===== config.mk =====
export PLATFORM = sky130hd
export DESIGN_NAME = parking_gate_arbiter
export DESIGN_NICKNAME = d
export VERILOG_FILES = /design/src/rtl/parking_gate_arbiter.sv
export SDC_FILE = /design/constraint.sdc
export NUM_CORES = 1
export LEC_CHECK = 0
export ABC_CLOCK_PERIOD_IN_PS = 2200
export BUFFER_PORTS_ARGS = -buffer_cell sky130_fd_sc_hd__buf_4
export CAP_MARGIN = 20
export CELL_PAD_IN_SITES_DETAIL_PLACEMENT = 1
export CELL_PAD_IN_SITES_GLOBAL_PLACEMENT = 1
export CORE_AREA = 2 2 51 53
export DETAILED_ROUTE_END_ITERATION = 8
export DIE_AREA = 0 0 53 55
export GPL_TIMING_DRIVEN = 0
export MAX_ROUTING_LAYER = met4
export PLACE_DENSITY_LB_ADDON = 0.08
export SLEW_MARGIN = 20
export SYNTH_ARGS = -nofsm -noshare
export SYNTH_HDL_FRONTEND = slang
export SYNTH_SLANG_ARGS = --single-unit

===== constraint.sdc =====
create_clock -name clk -period 2.2 [get_ports clk]
set_input_delay 0 -clock clk [delete_from_list [all_inputs] [get_ports clk]]
set_output_delay 0 -clock clk [all_outputs]
set_load 0.01 [all_outputs]

===== src/rtl/parking_gate_arbiter.sv =====
// Barrier arbiter for a car park with two entry gates and one exit gate:
// grants one gate at a time, tracks occupancy and expires stalled grants.
module parking_gate_arbiter #(
  parameter int CAPACITY     = 8,
  parameter int OPEN_TIMEOUT = 16,
  parameter int CNT_W        = 4
) (
  input  logic             clk,
  input  logic             reset,
  input  logic [1:0]       entry_req,
  input  logic [1:0]       entry_done,
  input  logic             exit_req,
  input  logic             exit_done,
  output logic [1:0]       entry_grant,
  output logic             exit_grant,
  output logic [CNT_W-1:0] occupancy,
  output logic             lot_full,
  output logic             timeout_err
);

  localparam int TW = (OPEN_TIMEOUT > 2) ? $clog2(OPEN_TIMEOUT) : 1;
  localparam logic [CNT_W-1:0] CAP      = CNT_W'(CAPACITY);
  localparam logic [TW-1:0]    TMO_LAST = TW'(OPEN_TIMEOUT - 1);

  typedef enum logic [1:0] {
    IDLE        = 2'd0,
    GRANT_ENTRY = 2'd1,
    GRANT_EXIT  = 2'd2
  } state_t;

  state_t           state_q, state_d;
  logic             gate_q, gate_d;
  logic             ptr_q, ptr_d;
  logic [TW-1:0]    cnt_q, cnt_d;
  logic [CNT_W-1:0] occ_q, occ_d;
  logic [1:0]       egrant_q, egrant_d;
  logic             xgrant_q, xgrant_d;
  logic             tmo_q, tmo_d;

  logic can_exit;
  logic can_enter;
  logic entry_pick;
  logic expired;

  assign can_exit  = exit_req && (occ_q != '0);
  assign can_enter = (|entry_req) && (occ_q < CAP);
  // A lone requester wins outright; the pointer only breaks ties.
  assign entry_pick = (entry_req == 2'b11) ? ptr_q : entry_req[1];
  assign expired    = (cnt_q == TMO_LAST);

  always_comb begin
    state_d = state_q;
    gate_d  = gate_q;
    ptr_d   = ptr_q;
    cnt_d   = cnt_q;
    occ_d   = occ_q;
    tmo_d   = 1'b0;

    case (state_q)
      IDLE: begin
        if (can_exit) begin
          state_d = GRANT_EXIT;
          cnt_d   = '0;
        end else if (can_enter) begin
          state_d = GRANT_ENTRY;
          gate_d  = entry_pick;
          cnt_d   = '0;
        end
      end

      GRANT_ENTRY: begin
        // Completion on the final cycle beats the timeout.
        if (entry_done[gate_q]) begin
          state_d = IDLE;
          occ_d   = occ_q + 1'b1;
          ptr_d   = ~ptr_q;
        end else if (expired) begin
          state_d = IDLE;
          tmo_d   = 1'b1;
          ptr_d   = ~ptr_q;
        end else begin
          cnt_d = cnt_q + 1'b1;
        end
      end

      GRANT_EXIT: begin
        if (exit_done) begin
          state_d = IDLE;
          occ_d   = occ_q - 1'b1;
        end else if (expired) begin
          state_d = IDLE;
          tmo_d   = 1'b1;
        end else begin
          cnt_d = cnt_q + 1'b1;
        end
      end

      default: state_d = IDLE;
    endcase

    egrant_d = {gate_d, ~gate_d} & {2{state_d == GRANT_ENTRY}};
    xgrant_d = (state_d == GRANT_EXIT);
  end

  always_ff @(posedge clk or posedge reset) begin
    if (reset) begin
      state_q  <= IDLE;
      gate_q   <= 1'b0;
      ptr_q    <= 1'b0;
      cnt_q    <= '0;
      occ_q    <= '0;
      egrant_q <= '0;
      xgrant_q <= 1'b0;
      tmo_q    <= 1'b0;
    end else begin
      state_q  <= state_d;
      gate_q   <= gate_d;
      ptr_q    <= ptr_d;
      cnt_q    <= cnt_d;
      occ_q    <= occ_d;
      egrant_q <= egrant_d;
      xgrant_q <= xgrant_d;
      tmo_q    <= tmo_d;
    end
  end

  assign entry_grant = egrant_q;
  assign exit_grant  = xgrant_q;
  assign occupancy   = occ_q;
  assign lot_full    = (occ_q == CAP);
  assign timeout_err = tmo_q;

endmodule


Word level (Yosys, flattened, before mapping)
Cells that the tools add are included.
{"block": "op_classes", "addsub": 3, "magnitude_cmp": 2, "n_eq_ne": 12, "muxes": 27, "bitwise_logic": 3, "n_reduce_logical": 11}
{"operator": "4-bit two-way mux", "count": 7}
{"operator": "4-bit case mux with 3 select lines", "count": 1}
{"operator": "1-bit two-way mux", "count": 11}
{"operator": "2-bit two-way mux", "count": 5}
{"operator": "4-bit by 1-bit adder with 4-bit output, second input constant", "count": 2}
{"operator": "4-bit == test, second input constant", "count": 2}
{"operator": "2-bit inequality test, second input constant", "count": 4}
{"operator": "4-bit case mux with 2 select lines", "count": 1}
{"operator": "2-bit == test, second input constant", "count": 3}
{"operator": "2-bit case mux with 3 select lines", "count": 1}
{"operator": "2-bit by 1-bit == test with 1-bit output, second input constant", "count": 2}
{"operator": "4-bit less-than comparator, second input constant", "count": 1}
{"operator": "4-bit AND reduction", "count": 1}
{"operator": "2-bit nonzero test", "count": 2}
{"operator": "4-bit nonzero test", "count": 1}
{"operator": "4-bit by 1-bit subtractor with 4-bit output, second input constant", "count": 1}
{"operator": "3-bit inequality test, second input constant", "count": 1}
{"operator": "3-bit AND reduction", "count": 1}
{"operator": "3-bit nonzero test", "count": 1}
{"operator": "2-bit AND", "count": 1}
{"operator": "1-bit logical AND", "count": 2}
{"operator": "2-bit zero test", "count": 1}
{"operator": "1-bit by 2-bit less-than comparator with 1-bit output, second input constant", "count": 1}
{"operator": "1-bit NOT", "count": 2}
{"operator": "3 further kinds", "count": 3}
{"block": "totals", "reg_bits": 16, "inputBits": 8, "output_inout_bits": 9, "elab_cells": 66}

Logic depth before layout (Yosys ltp)
{"block": "logic_depth", "depth_word": 7, "depth_mapped": 8, "mapped_depth_nobuf": 8}

Least setup slack after synthesis
Ideal clock, no wire load.
{"block": "synth_timing", "path_kind": "flip-flop to flip-flop", "from": "register state_q[0]", "to": "register occ_q[2] (netlist: occupancy[2])", "setup_time_ps": 125, "arrival_ps": 1683, "required_ps": 2075, "setup_slack_ps": 392, "path_stages_with_launch": 7, "n_path_buf": 0, "period_less_slack_ps": 1808, "path_cell_list": "dfrtp_1 -> inv_1 -> ha_1 -> nor2b_1 -> a21oi_1 -> a21boi_1 -> mux2_2"}
{"block": "synth_via", "elab_chain_cells": 3, "elab_cells_between_ends": 7, "cone_classes": "4 x eq/ne; 1 x mux; 2 x reduce/logical"}
{"element": "start: declaration", "line_no": "31", "rtl": "state_t state_q, state_d;"}
{"element": "start signal: assignment", "line_no": "116", "rtl": "state_q <= state_d;"}
{"element": "2-bit by 1-bit == test with 1-bit output / 2-bit == test (equally long branches)", "line_no": "59", "rtl": "case (state_q)"}
{"element": "2-bit inequality test (no line) / 2-bit nonzero test (equally long branches)"}
{"element": "3-bit AND reduction (no line)"}
{"element": "end signal: assignment", "line_no": "111", "rtl": "occ_q <= '0;"}
{"element": "end signal: assignment", "line_no": "120", "rtl": "occ_q <= occ_d;"}
{"element": "end: declaration", "line_no": "35", "rtl": "logic [CNT_W-1:0] occ_q, occ_d;"}
Parallel ways exist; a longest one is shown, timed or not.
A chain may end at the register's enable or synchronous reset.

Worst setup path in the final report
Same ends and word-level chain as after synthesis.

==> results.md <==
- CP max FO: 6
- Area fraction of the dominant cell type after synthesis: 42.7%
- Final hold violations: 0
- Die width: 53 microns
- Fin crit share: 89.2%
- CTS tree: yes
- DP HPWL: 1500 microns
- WL per Instance: 13.7 microns
- Metal-1 WL: 854 microns
- DR iter-0 viols: 7
- Cell count after synthesis: 92
- Overflow after GRT: 0
- Worst relative slew slack: 59.0%
- Commonest cells post-synth: dfrtp_1, inv_1, ha_1
- Setup-failing EPs final: 0
- Nets: 130
- Non-filler cells, final: 142
- Setup_tns: 0 ns
- P per Cell Area: 1400 mW/mm^2
- Skew final: 0.00455 ns
- Yosys warning total: 0
- P&R area growth vs syn: 20.8%
- Number of clock sinks: 16
- Clock slew at reported path FFs: 0.09 ns
- Max Cap Violations: 0
- First-pass GRT wire length: 3370 microns
- Tot GR Track Use: 16.7%
- Initial antenna violation count: 0
- WL met2: 982 microns
- WP data arrival: 2.15 ns
- Top Layer Used: met4
- Buffers on Ports: 16
- Pin slew with the least headroom to its limit: 0.614 ns
- Syn avg cell area: 10.2 sq um
- Worst path cell trace: inv_1 -> ha_2 -> nor2b_2 -> a21oi_1 -> a21boi_1 -> mux2_2
- Top FF cell, synth: dfrtp_1
- Static leakage: 0.538 nW
- Worst EP required: 2.38 ns
- Post-CTS Setup Inserts: 0
- Sequential element share of the synthesized area: 42.7%
- Power, Total: 1.59 mW
- Worst hold-check path type: input pin to flip-flop
- Yosys reg bits: 16
- Largest vdd supply drop: 0.632 mV
- Synth Cell Area: 938 sq um
- Clock period minus worst slack: 1.96 ns
- Rows: 18
- Io pins: 17
- Fillers: 286
- DR vias/cell: 5.14
- Crit. End Element: flip-flop
- Worst skew pair latency: 0.29 ns
- CTS max path bufs: 2
- Post-route ant nets: 0
- EDFF count, synth: 0
- Synth area leaders: dfrtp_1, ha_1, inv_1, xnor2_1, o41ai_4
- Startpoint class of the critical path: flip-flop
- Total Routed Length: 1950 microns
- Vias in the first global route: 761
- Inst Count DP: 138
- Reg2reg setup slack: 0.24 ns
- Core ar.: 0.00236 sq mm
- GPL Wtd Cong: 0.773
- Status: complete, no violations
- Fmax: 509 MHz
- H-tree levels: 1
- Fraction of registers with async set/reset: 100%
- Crit Path Class: flip-flop to flip-flop
- Slew Limit Fails: 0
- Initial core utilization: 39.7%
- Largest net degree at the start of global routing: 17
- Worst path max stage delay: 0.43 ns
- CTS Root Cell: clkbuf_4
- DIE HEIGHT: 55 microns
- Crit path max-delay cell type: a21boi_1
- Synth cell types: 33
- Via Count: 730
- Count leader, synth: dfrtp_1
- # DRC: 0
- Drt pass-1 iters: 4
- Ant diodes: 0
- Nets in the synthesized netlist: 108
- Met3 WL: 59 microns
- CTS Buf Count: 3
- RSZ-0062 raised after global routing: false
- Leading area contributor after synthesis: dfrtp_1
- Die footprint: 0.00292 sq mm
- Layout cell share with drive strength beyond 1: 25.0%
==> flip-flops by register name, summed over array words and instances, names as in the netlist <==
| name | flops |
|---|---|
| cnt_q | 4 |
| occupancy | 4 |
| entry_grant | 2 |
| state_q | 2 |
| exit_grant | 1 |
| gate_q | 1 |
| ptr_q | 1 |
| timeout_err | 1 |
==> worst max-delay path, delay by kind of cell (launching register included) <==
| kind | cells | cell delay, ns |
|---|---|---|
| multiplexers | 1 | 0.38 |
| flip-flops | 1 | 0.38 |
| buffers and inverters | 1 | 0.09 |
| AND/OR/NAND/NOR | 1 | 0.18 |
| AO/OA/AOI/OAI | 2 | 0.59 |
| adder cells (fa/ha/maj) | 1 | 0.23 |
==> final timing paths <==
check,cells after the start,end,start
max,6,occupancy[2]$_DFFE_PP0P_,state_q[0]$_DFF_PP0_
min,4,timeout_err$_DFF_PP0_,exit_done
max reg2reg,6,occupancy[2]$_DFFE_PP0P_,state_q[0]$_DFF_PP0_
min reg2reg,2,cnt_q[1]$_DFFE_PP0P_,cnt_q[1]$_DFFE_PP0P_
max in group asynchronous,3,cnt_q[2]$_DFFE_PP0P_,reset
min in group asynchronous,3,occupancy[3]$_DFFE_PP0P_,reset
==> where the power goes <==
part	switching [mW]	leakage (nW)	internal [mW]
combinational	0.465	0.321	0.445
sequential	0.118	0.203	0.403
clock	0.0928	0.0138	0.0637
==> stage by stage <==
step           util [%]  instance area (sq um)  hold WS [ns]  setup slack, ns
2_1_floorplan         -                    938       -0.0863            0.392
3_3_place_gp       46.3                   1100         0.117            0.190
3_5_place_dp       46.3                   1100         0.124            0.125
4_1_cts            47.7                   1130         0.126            0.101
5_1_grt            47.9                   1130         0.138          0.00795
6_report           47.9                   1130         0.110            0.237
==> routing by layer <==
metal,track usage (%),vias to the layer above
met2,28.3,11
met3,3.23,4
li1,-,360
met4,7.69,0
met5,-,-
met1,19.2,355
==> cells by family (layout without fill, tap and decap cells) <==
group                    after synthesis  count (layout)  share of synthesized area (%)
multiplexers                           3               3                           3.47
adder cells (fa/ha/maj)                8               8                           11.5
AO/OA/AOI/OAI                         23              23                           18.5
flip-flops                            16              16                           42.7
AND/OR/NAND/NOR                       25              25                           14.4
buffers and inverters                 12              32                           4.80
XOR/XNOR                               5               5                           4.67
==> cells in the final DEF (no fill, tap or decap), types with 3 or more instances in the layout <==
| cell type | Yosys | layout |
|---|---|---|
| dfrtp_1 | 16 | 16 |
| inv_1 | 12 | 12 |
| buf_4 | 0 | 16 |
| xnor2_1 | 5 | 5 |
| o21ai_0 | 5 | 4 |
| nor2_1 | 3 | 3 |
| a21oi_1 | 5 | 5 |
| ha_1 | 7 | 6 |
| nand3_1 | 5 | 5 |
| nand2_1 | 5 | 5 |
| clkbuf_4 | 0 | 3 |
==> area by class of cell <==
| class | instances | area, sq um | share of cell area [%] |
|---|---|---|---|
| Sequential cell | 16 | 400 | 35.3 |
| Clock buffer | 3 | 22.5 | 1.99 |
| Inverter | 12 | 45.0 | 3.97 |
| Multi-Input combinational cell | 64 | 498 | 43.9 |
| Tap cell | 30 | 37.5 | 3.31 |
| Timing Repair Buffer | 17 | 130 | 11.5 |
==> repair_timing <==
action | in CTS | in global routing
hold buffers | 1 | 0
gates resized for setup | 0 | 3
endpoints found under the setup margin | 0 | 4
endpoints found under the hold margin | 16 | 0
Note: power is estimated with default switching activity, not from simulation.
